<file path="config.mk">
export PLATFORM = sky130hd
export DESIGN_NAME = universal_shift_register
export DESIGN_NICKNAME = d
export VERILOG_FILES = /design/src/rtl/usr_pkg.sv /design/src/rtl/dff_ar.sv /design/src/rtl/universal_shift_register.sv
export SDC_FILE = /design/constraint.sdc
export NUM_CORES = 1
export LEC_CHECK = 0
export CORE_MARGIN = 5
export CORE_UTILIZATION = 35
export CTS_CLUSTER_DIAMETER = 80
export DETAILED_ROUTE_END_ITERATION = 10
export HOLD_SLACK_MARGIN = 0.05
export MAX_ROUTING_LAYER = met4
export PLACE_DENSITY = 0.68
export SYNTH_ARGS = -nofsm -noshare
export SYNTH_HDL_FRONTEND = slang
export SYNTH_SLANG_ARGS = --single-unit
</file>
<file path="constraint.sdc">
create_clock -name clk -period 1.75 [get_ports clk]
set_input_delay 0.35 -clock clk [delete_from_list [all_inputs] [get_ports clk]]
set_output_delay 0.35 -clock clk [all_outputs]
set_load 0.02 [all_outputs]
</file>
<file path="src/rtl/usr_pkg.sv">
// Shared definitions for the universal shift register: operation select encoding.
package usr_pkg;

  typedef enum logic [2:0] {
    MODE_HOLD  = 3'b000,
    MODE_SHR   = 3'b001,
    MODE_SHL   = 3'b010,
    MODE_ROR   = 3'b011,
    MODE_ROL   = 3'b100,
    MODE_LOAD  = 3'b101,
    MODE_CLEAR = 3'b110,
    MODE_RSVD  = 3'b111
  } usr_mode_t;

endpackage

</file>
<file path="src/rtl/dff_ar.sv">
// Single storage bit: D flip-flop with enable and asynchronous active-low clear.
module dff_ar (
  input  logic i_clk,
  input  logic i_rst_n,
  input  logic i_en,
  input  logic i_d,
  output logic o_q
);

  logic r_q;

  always_ff @(posedge i_clk or negedge i_rst_n) begin
    if (!i_rst_n) begin
      r_q <= 1'b0;
    end else if (i_en) begin
      r_q <= i_d;
    end
  end

  assign o_q = r_q;

endmodule

</file>
<file path="src/rtl/universal_shift_register.sv">
// Universal shift register: shift/rotate/load/clear over per-bit flops, with a
// saturating count of shift operations since the last load, clear or reset.
module universal_shift_register
  import usr_pkg::*;
#(
  parameter  int WIDTH = 8,
  localparam int CNT_W = $clog2(WIDTH + 1)
) (
  input  logic             clk,
  input  logic             rst,
  input  logic             en,
  input  logic [2:0]       mode,
  input  logic [WIDTH-1:0] PI,
  input  logic             SIL,
  input  logic             SIR,
  output logic [WIDTH-1:0] PO,
  output logic             SOR,
  output logic             SOL,
  output logic [CNT_W-1:0] count,
  output logic             done
);

  localparam logic [CNT_W-1:0] CNT_MAX = CNT_W'(WIDTH);

  logic [WIDTH-1:0] w_next;
  logic             w_isShift;
  logic             w_isZero;
  logic [CNT_W-1:0] r_count;

  always_comb begin
    w_next    = PO;
    w_isShift = 1'b0;
    w_isZero  = 1'b0;
    case (usr_mode_t'(mode))
      MODE_SHR: begin
        w_next    = {SIL, PO[WIDTH-1:1]};
        w_isShift = 1'b1;
      end
      MODE_SHL: begin
        w_next    = {PO[WIDTH-2:0], SIR};
        w_isShift = 1'b1;
      end
      MODE_ROR: begin
        w_next    = {PO[0], PO[WIDTH-1:1]};
        w_isShift = 1'b1;
      end
      MODE_ROL: begin
        w_next    = {PO[WIDTH-2:0], PO[WIDTH-1]};
        w_isShift = 1'b1;
      end
      MODE_LOAD: begin
        w_next   = PI;
        w_isZero = 1'b1;
      end
      MODE_CLEAR: begin
        w_next   = '0;
        w_isZero = 1'b1;
      end
      default: begin
        w_next = PO;
      end
    endcase
  end

  // The flops take the enable directly, so en low freezes every mode.
  for (genvar i = 0; i < WIDTH; i++) begin : g_bit
    dff_ar u_dff (
      .i_clk   (clk),
      .i_rst_n (rst),
      .i_en    (en),
      .i_d     (w_next[i]),
      .o_q     (PO[i])
    );
  end

  always_ff @(posedge clk or negedge rst) begin
    if (!rst) begin
      r_count <= '0;
    end else if (en) begin
      if (w_isZero) begin
        r_count <= '0;
      end else if (w_isShift && (r_count != CNT_MAX)) begin
        r_count <= r_count + 1'b1;
      end
    end
  end

  assign count = r_count;
  assign done  = (r_count == CNT_MAX);
  assign SOR   = PO[0];
  assign SOL   = PO[WIDTH-1];

endmodule
</file>
### Yosys cells after proc, flatten, opt, wreduce, memory -nomap -nowiden

Cells that the tools add are included.

* register bits after elaboration: 12
* latch bits: 0
* bits in writable memories: 0
* bits in read-only memories: 0
* input bits: 16
* word-level logic and storage cells: 30
* memories: 0

* add/subtract/negate cells: 1
* multiply operators: 0
* div/mod/pow operators: 0
* magnitude comparators: 0
* eq/ne operators: 8
* shift operators: 0
* mux-type cells: 5
* bitwise operators: 0
* reductions and logical operators: 7

Operators by type and width (number)
* 8-bit case mux with 6 select lines: 1
* 3-bit == test, second input constant: 3
* 4-bit 2-to-1 mux: 2
* 3-bit by 2-bit == test with 1-bit output, second input constant: 2
* 6-bit nonzero test: 1
* 4-bit by 1-bit adder with 4-bit output, second input constant: 1
* 4-bit == test, second input constant: 1
* 4-bit != test, second input constant: 1
* 2-bit AND reduction: 2
* 4-bit OR reduction: 1
* 3-bit by 1-bit == test with 1-bit output, second input constant: 1
* 1-bit 2-to-1 mux: 2
* 2-bit nonzero test: 1
* 2-bit OR reduction: 1
* 1-bit logical AND: 1

### Depth between registers and ports, before layout

Gate-level depths: netlist of the first run.

* word-level depth: 6
* mapped depth: 6
* mapped depth without buffers: 6

### Cells and area by module

Synthesis of the first run repeated with hierarchy kept, for this count alone.

* cell total of the unflattened synthesis: 112
* area, all modules: 1076.0 um2

Modules (own cells, without submodules)
* universal_shift_register: instances 1, cells each 96, area each 755.7 um2, seq. area each 100.1 um2
* dff_ar: instances 8, cells each 2, area each 40.0 um2, seq. area each 25.0 um2

### Worst setup path after synthesis of the first run

No wires, ideal clock.

* path type: register to register
* from: reg r_count[0], in the netlist count[0]
* to: reg r_count[0], in the netlist count[0]
* arrival: 1514 ps
* data required time: 1622 ps
* slack: 108 ps
* stages on the path, launching flop included: 7
* period minus slack after synthesis: 1642 ps
* cell sequence: dfrtp_1 inv_1 ha_1 nand3b_1 a211oi_2 nor2_2 mux2_1

* cells in the longest elaborated chain, start to end: 4

RTL lines
* start, declared: RTL line universal_shift_register.sv:28 `logic [CNT_W-1:0] r_count;`
* start signal, assigned: RTL line universal_shift_register.sv:83 `r_count <= r_count + 1'b1;`
* branches (longest 4 deep; another with 4-bit by 1-bit adder with 4-bit output)

Parallel ways; which one is timed is not known. The select of a mux whose other input is x is not followed.
A chain may end at the register's enable or synchronous reset.

### Worst setup path after layout of the first run

* from: reg g_bit[3].u_dff.r_q
* to: out PO[3]

RTL lines
* start, declared: RTL line dff_ar.sv:10 `logic r_q;`
* start signal, assigned: RTL line dff_ar.sv:16 `r_q <= i_d;`
* end, declared: RTL line universal_shift_register.sv:16 `output logic [WIDTH-1:0] PO,`

No word-level cell between the ends.

==> results of run 1 <==
area by class of cell:
| cell class | count | area (µm²) |
|---|---|---|
| Fill cell | 232 | 1020 |
| Inverter | 7 | 26.3 |
| Clock buffer | 4 | 36.3 |
| Multi-Input combinational cell | 65 | 487 |
| Timing Repair Buffer | 54 | 527 |
| Tap cell | 30 | 37.5 |
| Sequential cell | 12 | 300 |
sequential cells by signal, summed over array words and instances (netlist names):
register         flops
g_bit.u_dff.o_q      8
count                4
power by group:
| part | switching (mW) | total [mW] | internal, mW |
|---|---|---|---|
| combinational | 0.352 | 0.762 | 0.410 |
| clock | 0.100 | 0.227 | 0.126 |
| sequential | 0.0769 | 0.429 | 0.352 |
metrics by stage:
stage	std cells	hold WS, ps	utilization	power (mW)
floorplan	97	54.4	-	0.806
global placement	166	540	0.542	1.13
detailed placement	166	546	0.542	1.15
CTS	170	468	0.556	1.38
global route	172	470	0.581	1.53
finish	172	444	0.581	1.42
cells by family (layout without fill, tap and decap cells):
logic type,Yosys count,in the layout,share of synthesized area
compound gates,34,34,0.303
simple gates,25,25,0.143
buf+inv,20,65,0.129
flops,12,12,0.343
fa+ha+maj,3,3,0.0400
mux,2,2,0.0243
xor+xnor,1,1,0.0186
Yosys cell counts, types with 2 or more instances:
master,n
dfrtp_1,12
nand2_1,9
inv_1,6
a222oi_1,5
o21ai_0,2
nand2b_1,2
a221oi_1,2
ha_1,2
nor2b_1,2
buf_2,3
a22o_1,6
nor2_1,4
a21oi_1,2
o21ai_1,7
buf_4,9
nand3_1,2
worst paths after layout:
path	startpoint	end	slack [ps]	cells after the start
worst max-delay path	g_bit[3].u_dff.o_q$_DFFE_PN0P_	PO[3]	50	1
worst min-delay path	rst	g_bit[5].u_dff.o_q$_DFFE_PN0P_	440	1
worst max register to register	count[0]$_DFFE_PN0P_	count[0]$_DFFE_PN0P_	80	7
worst min register to register	g_bit[4].u_dff.o_q$_DFFE_PN0P_	g_bit[4].u_dff.o_q$_DFFE_PN0P_	570	2
max in group asynchronous	rst	g_bit[2].u_dff.o_q$_DFFE_PN0P_	930	1
min in group clk	g_bit[4].u_dff.o_q$_DFFE_PN0P_	g_bit[4].u_dff.o_q$_DFFE_PN0P_	570	2
layer usage:
layer / vias up / part of all wire / wire length [µm]
met1: 428 / 0.40 / 989
met3: 2 / 0.088 / 215
met2: 31 / 0.50 / 1230
met5: - / 0 / 0
met4: 0 / 0.0033 / 8
li1: 442 / - / -
timing repair:
| action | in CTS | in global routing |
|---|---|---|
| setup endpoints to repair | 1 | 13 |
| resized for setup | 1 | 18 |
| setup buffers | 0 | 2 |
| pin swaps | 0 | 2 |
==> key figures, run 1 <==
Floorplanning
  • Die H: 60.0 µm
  • Die Wd: 60.0 µm
  • Core Box Area: 0.00243 mm²
  • I/O Pins: 31
  • Total die area: about 0.0036 mm²
  • Starting Density: 0.360
  • FP Rows: 18

Logic synthesis
  • Syn Std Cell Area: just under 900 µm²
  • Syn_area_per_cell: about 9 µm²
  • Ys async rst share: 1.00
  • Mapped Cells: between 90 and 100
  • Dominant cells by area after synthesis: dfrtp_1 (34%), buf_4 (7.7%), a22o_1 (6.0%), a222oi_1 (5.7%), o21ai_1 (4.0%)
  • Largest area contributor in the netlist: dfrtp_1
  • Yosys reg bits: 12
  • Most used DFF post-synth: dfrtp_1
  • Number of flops mapped to enable cells by yosys: 0
  • Syn_nets: around 120
  • Share of the yosys chip area belonging to registers: 0.343
  • Synth top area share: 0.343
  • Library cells used by synthesis: 38
  • Synthesis warning total: 0

Worst setup path
  • Buf/Inv on CP: 1
  • Crit path max fanout: 4
  • Top delay family on crit path: buffers and inverters
  • Worst endpoint data arrival time: approximately 1400 ps
  • Req. time, crit path: around 1400 ps
  • Crit path max-delay cell type: clkdlybuf4s50_1
  • Delay of the slowest critical-path stage: 640 ps
  • Startpoint types: register
  • Critical-path cell list: clkdlybuf4s50_1
  • Worst setup path class: reg2out
  • CP endpoint kind: output port

Flow run
  • Max_cap viols: 0

Placed design
  • HPWL after detailed placement: around 1900 µm
  • Post-Place Setup Slack: -214 ps
  • RePlAce Congestion: between 0.8 and 0.9
  • Area after DPL: around 0.0013 mm²
  • Port Buffer Count: 30

Drt
  • Drt total wl: ~2400 µm
  • Final ANT Viol Nets: 0
  • Routed WL per cell: between 10 and 15 µm
  • Via/cell ratio: approximately 5.3
  • Drt pass-1 iters: 7
  • Detailed-route via count: between 900 and 1,000
  • Remaining DRCs: 0
  • DRT iter0 DRCs: 42

GRT
  • Largest net degree at the start of global routing: 13
  • Initial antenna violation count: 0
  • First-pass GRT wire length: between 3000 and 4000 µm
  • Total gr overflow: 0
  • Vias in the first global route: 865
  • Grt met1 use: 0.188
  • GR Util met2: 0.238
  • Gr usage total: 0.148
  • Met3 usage: 0.0324
  • GRT Max-Usage Layer: met2

Cells and area
  • Ant. Diodes: 0
  • Post-route cell area: 0.00141 mm²
  • Synth-to-layout area growth: 61.4%
  • Post-layout nets: about 160
  • Commonest non-fill, non-tap cells in the layout: buf_4 (21), clkdlybuf4s50_1 (20), dfrtp_1 (12)
  • Fraction of layout instances using a drive strength above 1: 0.275
  • Commonest non-fill, non-tap cell in the layout: buf_4

Clocking
  • Clock latency on the worst-skew pair: approximately 270 ps
  • Post-CTS Hold Fix Bufs: 0
  • TritonCTS clock tree: built
  • Reg clk slew, reported paths: 80 ps
  • Sinks on the clock net: 12
  • H-tree depth: 1
  • TritonCTS Buffers: 3
  • Worst-case clock buffer depth: 2
  • Clock root cell: clkbuf_4

STA
  • Fin crit share: 0.973
  • Slew Limit Fails: 0
  • Worst Slack Setup Final: 46.9 ps
  • Fin. Hold Viols: 0
  • Fmax: roughly 590 MHz
  • Setup TNS: 0 ps
  • Worst Skew: roughly 1.3 ps
  • Final setup fails: 0
  • Slew headroom: 0.609
  • Final min period: 1700 ps
  • Worst slew pin tran: about 580 ps
  • RSZ-0062 raised after global routing: yes

Min path
  • HP Class: in2async

Pwr
  • LEAKAGE: roughly 0.72 nW
  • Worst vdd ir: between 600 and 700 µV
  • Power density over the cells: around 1000 mW/mm²

Status
  • Outcome: complete, no violations
Note: power is estimated with default switching activity, not from simulation.
==> inputs of run 2 (changes only) <==
- ABC_AREA: not set -> 1
- PLACE_DENSITY: 0.68 -> 0.67
==> run 2 against run 1 <==
Compared with the run above: register-to-register slack better by 480 ps; clock-buffer cell count is 1 lower; wire length is 2.9% lower; clock skew is 3.8 ps higher; clock power is 27% lower; first-iteration DRC count is 2.4% lower; critical path depth stayed put; sequential share of layout area is 1.9 points higher; die area is 3.9% higher; sequential cell count stayed put; critical endpoint is now SOL.
==> key figures, run 2 <==
Cells and area
  • Ant. Diodes: 0
  • Fraction of layout instances using a drive strength above 1: 0.140
  • Synth-to-layout area growth: 41.7%
  • Max reg flops: 8
  • Area of the multi-input gates: ~500 µm²
  • Post-layout nets: 198
  • Non-filler cells, final: approximately 210
  • FF/Latch Area: approximately 300 µm²
  • Commonest non-fill, non-tap cells in the layout: nand2_1 (48), nor2_1 (29), clkdlybuf4s50_1 (24)
  • Commonest non-fill, non-tap cell in the layout: nand2_1
  • Filler instances: around 270

Pwr
  • LEAKAGE: about 0.7 nW
  • Worst vdd ir: about 500 µV
  • Power density over the cells: 951 mW/mm²

STA
  • Slew headroom: 0.621
  • Fin crit share: 0.965
  • Final min period: between 1500 and 2000 ps
  • RSZ-0062 raised after global routing: no
  • Slew Limit Fails: 0
  • Final setup fails: 0
  • Fin Hold WS: approximately 440 ps
  • Setup TNS: 0 ps
  • Worst Skew: just over 5 ps
  • Worst slew pin tran: ~570 ps
  • Fin. Hold Viols: 0
  • Fmax: approximately 590 MHz

Drt
  • Remaining DRCs: 0
  • Final ANT Viol Nets: 0
  • Via/cell ratio: between 4 and 5
  • Drt total wl: 2370 µm
  • Drt pass-1 iters: 4
  • Detailed-route via count: 967
  • DRT iter0 DRCs: between 40 and 50
  • Routed WL per cell: ~11 µm

Worst setup path
  • Startpoint types: register
  • Reg2Reg Depth: 6
  • CP endpoint kind: output port
  • Worst setup path class: reg2out
  • Critical-path cell list: clkdlybuf4s50_1
  • Crit path max-delay cell type: clkdlybuf4s50_1
  • Worst endpoint data arrival time: approximately 1300 ps
  • Top delay family on crit path: buffers and inverters
  • R2R setup slack: roughly 560 ps
  • Buf/Inv on CP: 1
  • Delay of the slowest critical-path stage: 640 ps
  • Crit path max fanout: 5
  • Reg-to-reg endpoint: count[2]$_DFFE_PN0P_
  • Origin of the critical flop-to-flop path: count[0]$_DFFE_PN0P_
  • Req. time, crit path: roughly 1400 ps

Placed design
  • Port Buffer Count: 30
  • Placed cells: 205
  • RePlAce Congestion: about 0.84
  • HPWL after detailed placement: roughly 1900 µm

Clocking
  • Post-CTS sizing: 1
  • Reg clk slew, reported paths: ~70 ps
  • TritonCTS clock tree: built
  • Post-CTS Hold Fix Bufs: 0
  • TritonCTS Buffers: 3
  • Sinks on the clock net: 12
  • H-tree depth: 1
  • Postcts setup bufs: 0
  • Clock latency on the worst-skew pair: roughly 270 ps
  • Worst-case clock buffer depth: 2
  • Clock root cell: clkbuf_4

Floorplanning
  • Core Box Area: between 0.002 and 0.0025 mm²
  • Starting Density: 0.367
  • I/O Pins: 31
  • Die H: 61.2 µm
  • Die Wd: about 61 µm
  • Total die area: approximately 0.0037 mm²
  • FP Rows: 18

GRT
  • Vias in the first global route: 913
  • Initial antenna violation count: 0
  • First-pass GRT wire length: around 4000 µm
  • Total gr overflow: 0
  • Largest net degree at the start of global routing: 13
  • Gr usage total: 0.145

Logic synthesis
  • Largest area contributor in the netlist: dfrtp_1
  • Synth top area share: 0.327
  • Yosys reg bits: 12
  • Mapped Cells: about 140
  • Syn_nets: between 150 and 200
  • Count leader, synth: nand2_1
  • Syn Std Cell Area: 917 µm²
  • Share of the yosys chip area belonging to registers: 0.327
  • Library cells used by synthesis: 17
  • Syn_area_per_cell: 6.41 µm²
  • Synthesis warning total: 0
  • Commonest cells in the netlist: nand2_1 (48), nor2_1 (29), nand3_1 (16), dfrtp_1 (12)
  • Dominant cells by area after synthesis: dfrtp_1 (33%), nand2_1 (20%), nor2_1 (12%), nand3_1 (8.7%), buf_4 (6.5%)
  • Number of flops mapped to enable cells by yosys: 0
  • Most used DFF post-synth: dfrtp_1
  • Ys async rst share: 1.00

Status
  • Outcome: complete, no violations

Flow run
  • Max_cap viols: 0

Min path
  • HP Class: in2async
==> run 2: kinds of logic (layout without fill, tap and decap cells) <==
kind of cell | after synthesis | count (layout) | synth area share
DFF | 12 | 12 | 0.327
AOI/OAI and AO/OA | 2 | 2 | 0.0109
adders and majority gates | 2 | 2 | 0.0273
and+or+nand+nor | 105 | 105 | 0.494
xor gates and xnor gates | 1 | 1 | 0.00955
buffers and inverters | 21 | 56 | 0.131
==> run 2: power breakdown <==
group	switching (mW)	internal (mW)
logic	0.344	0.313
clock network	0.0868	0.0796
registers	0.0635	0.349
==> run 2: layout make-up <==
| cell class | instances | share of cell area |
|---|---|---|
| flip-flops and latches | 12 | 0.231 |
| multi-input cells | 110 | 0.382 |
| repair buffers | 42 | 0.309 |
| inverters | 11 | 0.0318 |
| well taps | 30 | 0.0289 |
| clock buffers | 3 | 0.0173 |
==> run 2: metal layers <==
metal  wire length (µm)  track usage  vias to the layer above
met5                  0            -                        -
met4                  9       0.0557                        0
met1               1150        0.199                      423
li1                   -            -                      511
met2               1060        0.208                       31
met3                147       0.0273                        2
==> run 2: worst max-delay path by stage <==
stage,start,cells past startpoint,to,slack [ps]
finish,g_bit[7].u_dff.o_q$_DFFE_PN0P_,1,SOL,60
global route,g_bit[0].u_dff.o_q$_DFFE_PN0P_,1,PO[0],9
CTS,count[1]$_DFFE_PN0P_,2,count[1],10
detailed placement,mode[2],8,g_bit[3].u_dff.o_q$_DFFE_PN0P_,-30
global placement,mode[2],8,g_bit[6].u_dff.o_q$_DFFE_PN0P_,30
floorplan,count[0]$_DFFE_PN0P_,4,done,460
==> run 2: stage by stage <==
stage	power [mW]	cell area [µm²]	worst slack (ps)	utilization
detailed placement	1.09	1270	-32.1	0.507
CTS	1.27	1290	13.8	0.515
global route	1.34	1300	8.59	0.520
floorplan	0.812	917	462	-
global placement	1.08	1270	27.4	0.507
finish	1.24	1300	61.1	0.520
==> inputs of run 3 (changes only) <==
- GPL_ROUTABILITY_DRIVEN: not set -> 0
==> results of run 3 <==
No change in the layout: final DEF, timing and power equal those of run 2.
